## config.mk

```make
export PLATFORM = sky130hd
export DESIGN_NAME = icache_data_ram_arbiter
export DESIGN_NICKNAME = d
export VERILOG_FILES = /design/src/rtl/icache_data_arb_pkg.sv /design/src/rtl/icache_data_ram_arbiter.sv
export SDC_FILE = /design/constraint.sdc
export NUM_CORES = 1
export LEC_CHECK = 0
export CORE_AREA = 2 2 119 121
export CTS_BUF_LIST = sky130_fd_sc_hd__clkbuf_16
export CTS_CLUSTER_DIAMETER = 50
export DETAILED_ROUTE_END_ITERATION = 6
export DIE_AREA = 0 0 121 123
export DONT_BUFFER_PORTS = 1
export GPL_TIMING_DRIVEN = 0
export PLACE_DENSITY = 0.3
export SETUP_SLACK_MARGIN = 0.1
export SLEW_MARGIN = 20
export SYNTH_ARGS = -nofsm -noshare
export SYNTH_HDL_FRONTEND = slang
export SYNTH_SLANG_ARGS = --single-unit
```

## constraint.sdc

```tcl
create_clock -name clk -period 3.7 [get_ports clk]
set_input_delay 0.555 -clock clk [delete_from_list [all_inputs] [get_ports clk]]
set_output_delay 0.555 -clock clk [all_outputs]
set_load 0.02 [all_outputs]
```

## src/rtl/icache_data_arb_pkg.sv

```systemverilog
// Shared types for the L1.5 icache data RAM arbiter: FSM states, RAM port
// select encoding and the starvation counter width.
package icache_data_arb_pkg;

  localparam int STARVE_CNT_W = 4;

  typedef enum logic [0:0] {
    IDLE     = 1'b0,
    WR_BURST = 1'b1
  } arb_state_e;

  typedef enum logic [1:0] {
    SEL_NONE = 2'd0,
    SEL_RD   = 2'd1,
    SEL_WR   = 2'd2
  } arb_sel_e;

endpackage

```

## src/rtl/icache_data_ram_arbiter.sv

```systemverilog
// Arbitrates the single-port icache data RAM between fetch-hit reads and
// refill writes; refill bursts lock the RAM, a starvation counter forces reads.
module icache_data_ram_arbiter
  import icache_data_arb_pkg::*;
#(
  parameter int ADDR_WIDTH = 7,
  parameter int DATA_WIDTH = 64,
  parameter int BE_WIDTH   = DATA_WIDTH / 8,
  parameter int MAX_STARVE = 4
) (
  input  logic                  clk,
  input  logic                  rst,
  input  logic                  rd_req_i,
  input  logic [ADDR_WIDTH-1:0] rd_addr_i,
  output logic                  rd_gnt_o,
  output logic                  rd_rvalid_o,
  output logic [DATA_WIDTH-1:0] rd_rdata_o,
  input  logic                  wr_req_i,
  input  logic [ADDR_WIDTH-1:0] wr_addr_i,
  input  logic [DATA_WIDTH-1:0] wr_wdata_i,
  input  logic [BE_WIDTH-1:0]   wr_be_i,
  input  logic                  wr_last_i,
  output logic                  wr_gnt_o,
  output logic                  ram_req_o,
  output logic                  ram_write_o,
  output logic [ADDR_WIDTH-1:0] ram_addr_o,
  output logic [DATA_WIDTH-1:0] ram_wdata_o,
  output logic [BE_WIDTH-1:0]   ram_be_o,
  input  logic [DATA_WIDTH-1:0] ram_rdata_i
);

  localparam logic [STARVE_CNT_W-1:0] MAX_STARVE_C = STARVE_CNT_W'(MAX_STARVE);
  localparam logic [STARVE_CNT_W-1:0] CNT_ONE_C    = STARVE_CNT_W'(1);

  arb_state_e              state_r;
  arb_state_e              state_nxt_s;
  arb_sel_e                sel_s;
  logic [STARVE_CNT_W-1:0] starve_cnt_r;
  logic                    force_rd_s;
  logic                    rd_rvalid_r;

  assign force_rd_s  = rd_req_i & (starve_cnt_r == MAX_STARVE_C);
  assign rd_rdata_o  = ram_rdata_i;
  assign rd_rvalid_o = rd_rvalid_r;

  // FSM state register
  always_ff @(posedge clk) begin
    if (rst) begin
      state_r <= IDLE;
    end else begin
      state_r <= state_nxt_s;
    end
  end

  // Next state: only a granted write beat moves the lock in or out
  always_comb begin
    state_nxt_s = state_r;
    case (state_r)
      IDLE: begin
        if ((sel_s == SEL_WR) && !wr_last_i) begin
          state_nxt_s = WR_BURST;
        end else begin
          state_nxt_s = IDLE;
        end
      end
      WR_BURST: begin
        if ((sel_s == SEL_WR) && wr_last_i) begin
          state_nxt_s = IDLE;
        end else begin
          state_nxt_s = WR_BURST;
        end
      end
      default: state_nxt_s = IDLE;
    endcase
  end

  // Grant decode and RAM pin mux; a forced read overrides even a locked burst
  always_comb begin
    sel_s = SEL_NONE;
    if (rst) begin
      sel_s = SEL_NONE;
    end else if (force_rd_s) begin
      sel_s = SEL_RD;
    end else begin
      case (state_r)
        IDLE: begin
          if (wr_req_i) begin
            sel_s = SEL_WR;
          end else if (rd_req_i) begin
            sel_s = SEL_RD;
          end else begin
            sel_s = SEL_NONE;
          end
        end
        WR_BURST: begin
          if (wr_req_i) begin
            sel_s = SEL_WR;
          end else begin
            sel_s = SEL_NONE;
          end
        end
        default: sel_s = SEL_NONE;
      endcase
    end

    rd_gnt_o    = 1'b0;
    wr_gnt_o    = 1'b0;
    ram_addr_o  = {ADDR_WIDTH{1'b0}};
    ram_wdata_o = {DATA_WIDTH{1'b0}};
    ram_be_o    = {BE_WIDTH{1'b0}};
    case (sel_s)
      SEL_RD: begin
        rd_gnt_o   = 1'b1;
        ram_addr_o = rd_addr_i;
      end
      SEL_WR: begin
        wr_gnt_o    = 1'b1;
        ram_addr_o  = wr_addr_i;
        ram_wdata_o = wr_wdata_i;
        ram_be_o    = wr_be_i;
      end
      default: begin
        rd_gnt_o = 1'b0;
        wr_gnt_o = 1'b0;
      end
    endcase
    ram_req_o   = rd_gnt_o | wr_gnt_o;
    ram_write_o = wr_gnt_o;
  end

  // Starvation counter: counts ungranted read cycles, saturating
  always_ff @(posedge clk) begin
    if (rst) begin
      starve_cnt_r <= {STARVE_CNT_W{1'b0}};
    end else if (rd_gnt_o) begin
      starve_cnt_r <= {STARVE_CNT_W{1'b0}};
    end else if (rd_req_i && (starve_cnt_r != MAX_STARVE_C)) begin
      starve_cnt_r <= starve_cnt_r + CNT_ONE_C;
    end else begin
      starve_cnt_r <= starve_cnt_r;
    end
  end

  // Read-data valid follows the read grant by one cycle
  always_ff @(posedge clk) begin
    if (rst) begin
      rd_rvalid_r <= 1'b0;
    end else begin
      rd_rvalid_r <= rd_gnt_o;
    end
  end

endmodule

```

Yosys cells after proc, flatten, opt, wreduce, memory -nomap -nowiden
Index checks and enable logic that the tools add are counted.
Widths: inputs -> output; s select.
{ "totals": {"register_bits": 6, "n_memories": 0, "ramBits": 0, "out_inout_bits": 148, "wordCells": 30, "mem_bits_ro": 0, "latchBits": 0} }
{ "op_classes": {"bitwise": 3, "reduce_logical": 5, "eq_ne": 4, "n_div": 0, "order_cmp": 0, "muxes": 14, "addsub": 1, "multipliers": 0, "shift": 0} }
{ "op_table": {"columns": ["operator", "n"], "rows": [
  ["$mux 64", 1],
  ["$pmux 7 s2", 1],
  ["$mux 2", 4],
  ["$mux 8", 1],
  ["$mux 1", 5],
  ["$add 4x1->4 const B", 1],
  ["$eq 4x3->1 const B", 1],
  ["$ne 4x3->1 const B", 1],
  ["$pmux 2 s2", 1],
  ["$logic_and 1x1->1", 3],
  ["$eq 2x1->1 const B", 1],
  ["$eq 2x2->1 const B", 1],
  ["$pmux 1 s2", 1],
  ["$reduce_or 2->1", 1],
  ["$and 1x1->1", 1],
  ["$logic_not 1->1", 1],
  ["$not 1->1", 1],
  ["$or 1x1->1", 1]
]} }

Longest topological paths before layout
Gate-level depths: netlist (run 1).
{ "depth": {"ltp_word": 9, "ltp_mapped": 9, "depth_no_buf": 8} }

Least setup slack after synthesis (run 1)
Ideal clock, no wire load.
{ "synth_timing": {"path_type": "register -> output", "from": "register starve_cnt_r[0]", "to": "output port ram_wdata_o[10]", "path_buffers": 2, "stages_incl_launch_ff": 10, "t_arrival_ps": 1928, "required_time_ps": 3145, "setup_slack_ps": 1217, "cell_sequence": "dfxtp_1 inv_1 ha_1 and3b_1 nand2_1 and3b_1 ha_1 clkbuf_1 clkbuf_1 and2_1"} }
{ "synth_between": {"elab_chain_cells": 6} }
{ "synth_lines": {"columns": ["item", "line", "text"], "rows": [
  ["from (decl)", "icache_data_ram_arbiter.sv:38", "logic [STARVE_CNT_W-1:0] starve_cnt_r;"],
  ["from (signal assigned)", "icache_data_ram_arbiter.sv:134", "starve_cnt_r <= {STARVE_CNT_W{1'b0}};"],
  ["from (signal assigned)", "icache_data_ram_arbiter.sv:136", "starve_cnt_r <= {STARVE_CNT_W{1'b0}};"],
  ["from (signal assigned)", "icache_data_ram_arbiter.sv:138", "starve_cnt_r <= starve_cnt_r + CNT_ONE_C;"],
  ["$eq 4x3->1", "icache_data_ram_arbiter.sv:42", "assign force_rd_s = rd_req_i & (starve_cnt_r == MAX_STARVE_C);"],
  ["$and 1x1->1", "icache_data_ram_arbiter.sv:42", null],
  ["$mux 2", "icache_data_ram_arbiter.sv:82", "end else if (force_rd_s) begin"],
  ["$mux 2", "icache_data_ram_arbiter.sv:80", "if (rst) begin"],
  ["$eq 2x2->1", "icache_data_ram_arbiter.sv:111", "case (sel_s)"],
  ["$mux 64", "icache_data_ram_arbiter.sv:111", null],
  ["to (decl)", "icache_data_ram_arbiter.sv:27", "output logic [DATA_WIDTH-1:0] ram_wdata_o,"]
]} }
No other way between the ends.

Final worst setup path (run 1)
{ "layout_timing": {"from": "register starve_cnt_r[0]", "to": "output port ram_wdata_o[49]"} }
The elaborated chain is that of the path after synthesis.

==> impl_metrics.json, run 1 <==
{
  "area_growth_syn_to_layout_pct": 20.9,
  "run_status": "complete, no violations",
  "worst-slew-pin-transition_ps": 514,
  "antenna_diode_count": 0,
  "rows": 43,
  "start_kind": "flop",
  "grt_first_pass_wirelength_mm": 7.25,
  "io_buffers": 0,
  "most-common-layout-cells": "sky130_fd_sc_hd__and2_1 (72), sky130_fd_sc_hd__buf_4 (66), sky130_fd_sc_hd__nor2_1 (9), sky130_fd_sc_hd__clkbuf_1 (8), sky130_fd_sc_hd__a22oi_1 (7)",
  "nNetsFinal": 368,
  "cts_tree": "yes",
  "rr_startpoint": "starve_cnt_r[0]",
  "route.detailed.drc": 0,
  "cts_post_setup_buffers_inserted": 0,
  "fraction_of_layout_cells_with_a_size_suffix_above_1_pct": 35.9,
  "tritoncts_num_sinks": 6,
  "worst_hold_check_path_type": "primary input to flop",
  "finalWeightedCongestion": 0.647,
  "gr-usage-all-layers_pct": 6.77,
  "power.total_mw": 0.473,
  "grt_setup_unrepaired": "no",
  "core_area_um2": 13600,
  "layout.filler_cells": 1560,
  "grt_max_degree": 11,
  "antenna_left": 0,
  "finalHoldViolCount": 0,
  "drt-initial-drc-count": 59,
  "slew_violations": 0,
  "final-seq-area_um2": 120,
  "post-route-period-util_pct": 84.3,
  "timing.hold.ws_ps": 423,
  "tritoncts.num_buffers": 3,
  "syn_nets": 363,
  "worst_clock_skew_ps": 3.95,
  "final_core_util_pct": 12.8,
  "cts_root_buf": "sky130_fd_sc_hd__clkbuf_16",
  "power.ir.vdd_worst_v": 0.000177,
  "fp.dieW_um": 121,
  "count_of_endpoints_failing_setup_in_the_final_report": 0,
  "clk_pin_slew_worst_paths_ps": 40,
  "route.final.wire_length_mm": 6.33,
  "synthDominantAreaCellType": "sky130_fd_sc_hd__buf_4",
  "final_design_area_no_fill_um2": 1750,
  "multi_input_logic_area_um2": 756,
  "critical_path_fanout_max": 10,
  "synth_largest_type_area_fraction_pct": 34.3,
  "via_per_inst": 3.26,
  "synth.cell_area_um2": 1450,
  "average_wire_per_cell_in_the_routed_design_um": 16.4,
  "drv.max_cap_violation_count": 0,
  "cp_data_arrival_time_ps": 2560,
  "routed-via-count": 1258,
  "die_footprint_um2": 14900,
  "netlist_top_cells_area": "sky130_fd_sc_hd__buf_4 (34%), sky130_fd_sc_hd__and2_1 (31%), sky130_fd_sc_hd__dfxtp_1 (8.3%)",
  "htreeDepth": 1,
  "cp-startpoint": "starve_cnt_r[0]",
  "setup.worst_path.class": "flop to primary output",
  "cp_data_required_time_ps": 3140,
  "floorplan.initialDensity_pct": 10.6,
  "slew-limit-headroom_pct": 65.7,
  "top_level_ports": 303,
  "final_common_cell": "sky130_fd_sc_hd__and2_1",
  "post-dp-hpwl_mm": 5.77,
  "crit_path_end": "ram_wdata_o[49]",
  "cellLeakagePower_nw": 0.756,
  "setup_tns_ps": 0,
  "place_area_um2": 1670,
  "post-route-min-period_ps": 3120,
  "worst-r2r-cell-count": 9,
  "maxClockFrequency_mhz": 321,
  "power.density_cell_area_nw_per_um2": 271,
  "syn_inst": 203,
  "netlist-cell-type-count": 23,
  "synth.ff_latch_count": 6,
  "cts_buffer_depth": 2,
  "drt-pass1-iter-count": 4,
  "endpoint_kind": "primary output",
  "ff2ff_setup_slack_ps": 1690,
  "die_y_um": 123,
  "yosysWarningCount": 0,
  "initial_antenna_violation_count": 0,
  "grt_pass1_vias": 1004,
  "portion_of_the_post_synthesis_area_used_by_sequential_elements_pct": 8.31,
  "grt_remaining_overflow": 0,
  "clock_insertion_delay_worst_skew_ps": 230,
  "synth.avg_cell_area_um2": 7.12
}
-- how the worst min path moves through the flow --
stage                    startpoint               to  slack, ps  depth (start not counted)
global placement    starve_cnt_r[3]  starve_cnt_r[3]        480                          2
global route              wr_last_i             flop        420                          1
floorplan           starve_cnt_r[3]  starve_cnt_r[3]        470                          2
finish                    wr_last_i             flop        420                          1
detailed placement  starve_cnt_r[3]  starve_cnt_r[3]        480                          2
CTS                       wr_last_i             flop        420                          1
-- per-stage QoR --
| stage | setup WS, ps | instances |
|---|---|---|
| after floorplan | 1220 | 203 |
| final | 580 | 386 |
| after CTS | 181 | 386 |
| after global placement | 493 | 383 |
| after detailed placement | 444 | 383 |
| after global routing | 332 | 386 |
-- critical path: stages, from the launching register on --
cell,delay [ps]
sky130_fd_sc_hd__dfxtp_1,380
sky130_fd_sc_hd__inv_1,80
sky130_fd_sc_hd__ha_1,220
sky130_fd_sc_hd__and3b_1,230
sky130_fd_sc_hd__nand2_1,90
sky130_fd_sc_hd__and3b_1,190
sky130_fd_sc_hd__ha_1,190
sky130_fd_sc_hd__clkbuf_2,280
sky130_fd_sc_hd__clkbuf_1,290
sky130_fd_sc_hd__and2_1,380
-- cells in the mapped netlist --
library cell	instances
sky130_fd_sc_hd__buf_4	66
sky130_fd_sc_hd__nand3_1	3
sky130_fd_sc_hd__and3b_1	2
sky130_fd_sc_hd__dfxtp_1	6
sky130_fd_sc_hd__nor2_1	9
sky130_fd_sc_hd__a22oi_1	7
sky130_fd_sc_hd__clkbuf_8	1
sky130_fd_sc_hd__nor2b_1	1
sky130_fd_sc_hd__inv_1	4
sky130_fd_sc_hd__nand2_1	2
sky130_fd_sc_hd__nand4_2	1
sky130_fd_sc_hd__a211oi_2	1
sky130_fd_sc_hd__ha_1	5
sky130_fd_sc_hd__o21ai_0	3
sky130_fd_sc_hd__clkbuf_1	9
sky130_fd_sc_hd__a21oi_1	1
sky130_fd_sc_hd__buf_6	1
sky130_fd_sc_hd__nor4_1	1
sky130_fd_sc_hd__a211oi_1	3
sky130_fd_sc_hd__nand3b_1	3
sky130_fd_sc_hd__nor3b_1	1
sky130_fd_sc_hd__and2_1	72
sky130_fd_sc_hd__or3_1	1
-- final cells by class --
| class | instances | share of cell area [%] |
|---|---|---|
| multi-input cells | 116 | 43.3 |
| plain buffers | 77 | 31.8 |
| well taps | 180 | 12.9 |
| flip-flops and latches | 6 | 6.88 |
| clock buffers | 3 | 4.30 |
| inverters | 4 | 0.860 |
-- routing by layer --
metal | wire [µm] | GRT usage, %
met5 | 0 | 0
met4 | 0 | 0.218
met3 | 1080 | 5.49
met2 | 3290 | 11.4
met1 | 1970 | 6.90
-- power breakdown --
group / internal (mW) / leakage [nW] / switching [mW]
Combinational: 0.0753 / 0.670 / 0.151
Clock: 0.139 / 0.0370 / 0.0375
Sequential: 0.0678 / 0.0489 / 0.00269
Total: 0.282 / 0.756 / 0.191
-- cell families after synthesis --
kind of cell / count (synthesis) / synth area share [%]
and+or+nand+nor: 96 / 40.5
buffers and inverters: 81 / 39.4
AOI/OAI and AO/OA: 15 / 7.44
DFF: 6 / 8.31
adders and majority gates: 5 / 4.33
-- what timing repair did --
item	in CTS	in global routing
endpoints found under the setup margin	0	5
resized for setup	0	2
hold buffers	0	0
No activity file was read; power rests on OpenSTA's default activity.
==> inputs of run 2 (changes only) <==
ABC_AREA = 1   (was default)
clock period = 3.05 ns   (was 3.7 ns; I/O delays follow)
==> run 2 against run 1 <==
Compared with the run above:
- flip-flop and latch count is the same
- highest routed layer is now met4
- count of clock-buffer cells in the layout unchanged
- critical endpoint is now ram_addr_o[1]
- non-clock buffer count shrank 2
- largest cell class unchanged
==> impl_metrics.json, run 2 <==
{
  "nNetsFinal": 460,
  "count_of_endpoints_failing_setup_in_the_final_report": 0,
  "worst_hold_check_path_type": "primary input to flop",
  "worst-slew-pin-transition_ps": 508,
  "critical_path.cell_chain": "inv_1 > ha_1 > nand4_1 > a21oi_1 > ha_1 > buf_2 > nand2_1 > a21oi_1",
  "synthDominantAreaCellType": "sky130_fd_sc_hd__buf_4",
  "drt-initial-drc-count": 50,
  "finalWeightedCongestion": 0.698,
  "tritoncts.num_buffers": 3,
  "cts_root_buf": "sky130_fd_sc_hd__clkbuf_16",
  "initial_antenna_violation_count": 1,
  "async_reset_ff_share_pct": 0,
  "synth_largest_type_area_fraction_pct": 31.8,
  "rows": 43,
  "syn_inst": 295,
  "cts-hold-fix-buffers": 0,
  "cp_data_arrival_time_ps": 2210,
  "grt_pass1_vias": 1283,
  "grt_setup_unrepaired": "no",
  "grt_first_pass_wirelength_mm": 6.29,
  "post-route-period-util_pct": 87.4,
  "setup.worst_path.class": "flop to primary output",
  "yosys.cell_count.top_type": "sky130_fd_sc_hd__nand2_1",
  "clk_pin_slew_worst_paths_ps": 40,
  "synth-edff-count": 0,
  "maxClockFrequency_mhz": 375,
  "most-common-layout-cells": "sky130_fd_sc_hd__nand2_1 (96), sky130_fd_sc_hd__inv_1 (86), sky130_fd_sc_hd__buf_4 (65), sky130_fd_sc_hd__a21oi_1 (9)",
  "synth.avg_cell_area_um2": 5.21,
  "top_level_ports": 303,
  "power.total_mw": 0.576,
  "io_buffers": 0,
  "tritoncts_num_sinks": 6,
  "cellLeakagePower_nw": 1.34,
  "die_footprint_um2": 14900,
  "slew_violations": 0,
  "critical_path_fanout_max": 9,
  "netlist_top_cells_area": "sky130_fd_sc_hd__buf_4 (32%), sky130_fd_sc_hd__nand2_1 (23%), sky130_fd_sc_hd__inv_1 (21%)",
  "route.detailed.drc": 0,
  "setup_tns_ps": 0,
  "cts_tree": "yes",
  "layout.filler_cells": 1589,
  "final_common_cell": "sky130_fd_sc_hd__nand2_1",
  "worst_clock_skew_ps": 3.92,
  "cp_data_required_time_ps": 2590,
  "endpoint_kind": "primary output",
  "start_kind": "flop",
  "portion_of_the_post_synthesis_area_used_by_sequential_elements_pct": 7.82,
  "grt_remaining_overflow": 0,
  "run_status": "complete, no violations",
  "routed-via-count": 1624,
  "route.final.wire_length_mm": 5.44,
  "power.density_cell_area_nw_per_um2": 313,
  "area_growth_syn_to_layout_pct": 19.7,
  "synth.cell_area_um2": 1540,
  "drv.max_cap_violation_count": 0,
  "post-dp-hpwl_mm": 5.03,
  "core_area_um2": 13600,
  "grt_max_degree": 11,
  "average_wire_per_cell_in_the_routed_design_um": 11.4,
  "drt-pass1-iter-count": 6,
  "via_per_inst": 3.39,
  "htreeDepth": 1,
  "fraction_of_layout_cells_with_a_size_suffix_above_1_pct": 26.2,
  "netlist-cell-type-count": 14,
  "floorplan.initialDensity_pct": 11.3,
  "clock_insertion_delay_worst_skew_ps": 230,
  "gr-usage-all-layers_pct": 5.69,
  "yosysWarningCount": 0,
  "syn_nets": 455,
  "slew-limit-headroom_pct": 66.2,
  "cts_buffer_depth": 2,
  "worstPathBufferInverterCount": 2,
  "synth.cells.most_frequent": "sky130_fd_sc_hd__nand2_1 (96), sky130_fd_sc_hd__inv_1 (86), sky130_fd_sc_hd__buf_4 (65), sky130_fd_sc_hd__a21oi_1 (9)",
  "cpMaxStageDelayCell": "sky130_fd_sc_hd__a21oi_1",
  "power.ir.vdd_worst_v": 0.000142,
  "leading_register_cell_type_out_of_synthesis": "sky130_fd_sc_hd__dfxtp_1",
  "synth.ff_latch_count": 6,
  "critical-path-top-delay-family": "compound AO/OA/AOI/OAI gates",
  "die_y_um": 123,
  "fp.dieW_um": 121,
  "cts_post_setup_buffers_inserted": 0,
  "post-route-min-period_ps": 2670,
  "ctsResizeCount": 0,
  "antenna_left": 0,
  "finalHoldViolCount": 0,
  "delay_of_the_slowest_critical_path_stage_ps": 430
}
## run 2: kinds of logic (layout without fill, tap and decap cells)
| group | count (synthesis) | count (layout) | share of synthesized area [%] |
|---|---|---|---|
| compound gates | 13 | 13 | 4.64 |
| fa+ha+maj | 5 | 5 | 4.07 |
| buf+inv | 161 | 164 | 55.9 |
| flops | 6 | 6 | 7.82 |
| other cells | 0 | 1 | 0 |
| simple gates | 110 | 110 | 27.6 |
## run 2: area by class of cell
| class | instances | area [µm²] | share of cell area, % |
|---|---|---|---|
| buffer | 75 | 536 | 29.1 |
| multi-input combinational | 128 | 558 | 30.3 |
| sequential | 6 | 120 | 6.53 |
| inverter | 86 | 323 | 17.6 |
| antenna | 1 | 2.50 | 0.136 |
| tap | 180 | 225 | 12.2 |
| clock buffer | 3 | 75.1 | 4.08 |
## run 2: per-stage QoR
stage                     util [%]  setup slack, ps  cell area [µm²]  hold WS, ps  instances
final                         13.5              384             1840          321        479
after global routing          13.5              127             1840          329        478
after CTS                     13.5              266             1840          319        478
after detailed placement      12.9              513             1760          514        475
after global placement        12.9              560             1760          520        475
after floorplan                  -              848             1540          494        295
## run 2: final timing paths
| check | start | end | slack (ps) | depth (start not counted) |
|---|---|---|---|---|
| setup / recovery | starve_cnt_r[0] | ram_addr_o[1] | 380 | 8 |
| setup reg to reg | starve_cnt_r[0] | starve_cnt_r[1] | 1190 | 9 |
| hold / removal | wr_last_i | flop | 320 | 1 |
| hold reg to reg | starve_cnt_r[0] | starve_cnt_r[0] | 520 | 2 |
## run 2: worst register-to-register path, delay by kind of cell (launching register included)
kind            cells  cell delay (ps)
fa+ha+maj           2              510
simple gates        3              420
flops               1              360
buf+inv             2              270
compound gates      2              230
## run 2: metal layers
metal,up-vias,GRT usage [%],share of wire (%)
li1,757,-,-
met1,696,5.70,33
met2,167,11.4,55
met3,4,1.38,12
met4,0,1.74,0.73
met5,-,0,0
## run 2: where the power goes
group	switching, mW	internal [mW]	total, mW
clock	0.0454	0.168	0.214
combinational	0.192	0.0836	0.275
sequential	0.00366	0.0830	0.0866
==> inputs of run 3 (changes only) <==
CTS_BUF_LIST = sky130_fd_sc_hd__clkbuf_8   (was sky130_fd_sc_hd__clkbuf_16)
==> run 3 against run 2 <==
Compared with the run above:
- design area is 1.8% lower
- final cell count stayed put
- routed wire length is 0.33% lower
- core utilization is 0.25 points lower
- critical path type unchanged
- largest power group unchanged
- highest routed layer unchanged
==> impl_metrics.json, run 3 (synthesized netlist as in run 2, its figures left out) <==
{
  "average_wire_per_cell_in_the_routed_design_um": 11.3,
  "fraction_of_layout_cells_with_a_size_suffix_above_1_pct": 26.2,
  "cpMaxStageDelayCell": "sky130_fd_sc_hd__a21oi_1",
  "cp_data_arrival_time_ps": 2200,
  "slew-limit-headroom_pct": 66.1,
  "endpoint_kind": "primary output",
  "setup.worst_path.class": "flop to primary output",
  "finalWeightedCongestion": 0.698,
  "setup_tns_ps": 0,
  "post-route-period-util_pct": 87.3,
  "count_of_endpoints_failing_setup_in_the_final_report": 0,
  "area_growth_syn_to_layout_pct": 17.5,
  "cts_root_buf": "sky130_fd_sc_hd__clkbuf_8",
  "run_status": "complete, no violations",
  "worst-r2r-cell-count": 9,
  "initial_antenna_violation_count": 1,
  "antenna_left": 0,
  "rows": 43,
  "drv.max_cap_violation_count": 0,
  "crit_reg_reg_endpoint": "starve_cnt_r[1]",
  "worst-slew-pin-transition_ps": 510,
  "htreeDepth": 1,
  "power.density_cell_area_nw_per_um2": 266,
  "grt_remaining_overflow": 0,
  "post-route-min-period_ps": 2660,
  "hold_path.startpoint": "wr_last_i",
  "cts-hold-fix-buffers": 0,
  "final_common_cell": "sky130_fd_sc_hd__nand2_1",
  "ctsResizeCount": 0,
  "io_buffers": 0,
  "floorplan.initialDensity_pct": 11.3,
  "post-dp-hpwl_mm": 5.03,
  "worst_hold_check_path_type": "primary input to flop",
  "core_area_um2": 13600,
  "rr_startpoint": "starve_cnt_r[0]",
  "cellLeakagePower_nw": 1.33,
  "hold-path-cell-count": 1,
  "critical_path_fanout_max": 9,
  "cp_data_required_time_ps": 2590,
  "gr-usage-all-layers_pct": 5.63,
  "most-common-layout-cells": "sky130_fd_sc_hd__nand2_1 (96), sky130_fd_sc_hd__inv_1 (86), sky130_fd_sc_hd__buf_4 (65), sky130_fd_sc_hd__a21oi_1 (9)",
  "cts_buffer_depth": 2,
  "cts_tree": "yes",
  "routed-via-count": 1620,
  "route.final.wire_length_mm": 5.43,
  "nNetsFinal": 460,
  "grt_first_pass_wirelength_mm": 6.27,
  "clk_pin_slew_worst_paths_ps": 40,
  "final_design_area_no_fill_um2": 1810,
  "finalHoldViolCount": 0,
  "clock_insertion_delay_worst_skew_ps": 220,
  "grt_max_degree": 11,
  "drt-pass1-iter-count": 6,
  "place_area_um2": 1760,
  "critical_path.cell_chain": "inv_1 > ha_1 > nand4_1 > a21oi_1 > ha_1 > buf_2 > nand2_1 > a21oi_1",
  "worst_clock_skew_ps": 4.90,
  "drt-initial-drc-count": 50,
  "tritoncts_num_sinks": 6,
  "dp.cells": 475,
  "grt_setup_unrepaired": "no",
  "finish.cell_count_without_fillers": 479,
  "cts_post_setup_buffers_inserted": 0,
  "power.total_mw": 0.481,
  "fp.dieW_um": 121,
  "start_kind": "flop",
  "slew_violations": 0,
  "die_y_um": 123,
  "ff2ff_setup_slack_ps": 1170,
  "grt_pass1_vias": 1280,
  "top_level_ports": 303,
  "route.detailed.drc": 0,
  "tritoncts.num_buffers": 3,
  "delay_of_the_slowest_critical_path_stage_ps": 440,
  "via_per_inst": 3.38,
  "timing.hold.ws_ps": 328,
  "power.ir.vdd_worst_v": 0.0000932,
  "maxClockFrequency_mhz": 376,
  "die_footprint_um2": 14900
}
==> run 3: area by class of cell <==
| type | instances | area [µm²] |
|---|---|---|
| fillers | 1590 | 11800 |
| well taps | 180 | 225 |
| inverters | 86 | 323 |
| clock buffers | 3 | 41.3 |
| multi-input cells | 128 | 558 |
| flip-flops and latches | 6 | 120 |
| diodes | 1 | 2.50 |
| plain buffers | 75 | 536 |
==> run 3: worst max-delay path, delay by kind of cell, from the launching register on <==
| family | cells | cell delay (ps) |
|---|---|---|
| flops | 1 | 320 |
| simple gates | 2 | 190 |
| fa+ha+maj | 2 | 500 |
| compound gates | 2 | 670 |
| buf+inv | 2 | 320 |
==> run 3: power breakdown <==
part | leakage, nW | total, mW | switching, mW | internal, mW
logic | 1.26 | 0.276 | 0.192 | 0.0836
registers | 0.0491 | 0.0866 | 0.00369 | 0.0829
clock network | 0.0216 | 0.118 | 0.0337 | 0.0847
==> run 3: worst max path at each step <==
stage | startpoint | endpoint | cells past startpoint
6_report | starve_cnt_r[0] | ram_addr_o[1] | 8
5_1_grt | starve_cnt_r[0] | ram_wdata_o[6] | 10
4_1_cts | starve_cnt_r[0] | ram_wdata_o[9] | 10
3_5_place_dp | starve_cnt_r[0] | ram_wdata_o[9] | 10
3_3_place_gp | starve_cnt_r[0] | ram_wdata_o[9] | 10
2_1_floorplan | starve_cnt_r[0] | ram_addr_o[3] | 8
==> run 3: per-stage QoR <==
step	setup slack (ps)	util [%]
floorplan	848	-
global placement	560	12.9
detailed placement	513	12.9
CTS	271	13.2
global route	129	13.2
finish	388	13.3
==> run 3: layer usage <==
metal  global-route usage, %  vias to the layer above  part of all wire [%]
li1                        -                      757                     -
met1                    5.67                      697                    33
met2                    11.4                      164                    55
met3                    1.25                        2                    12
met4                    1.53                        0                  0.35
met5                       0                        -                     0
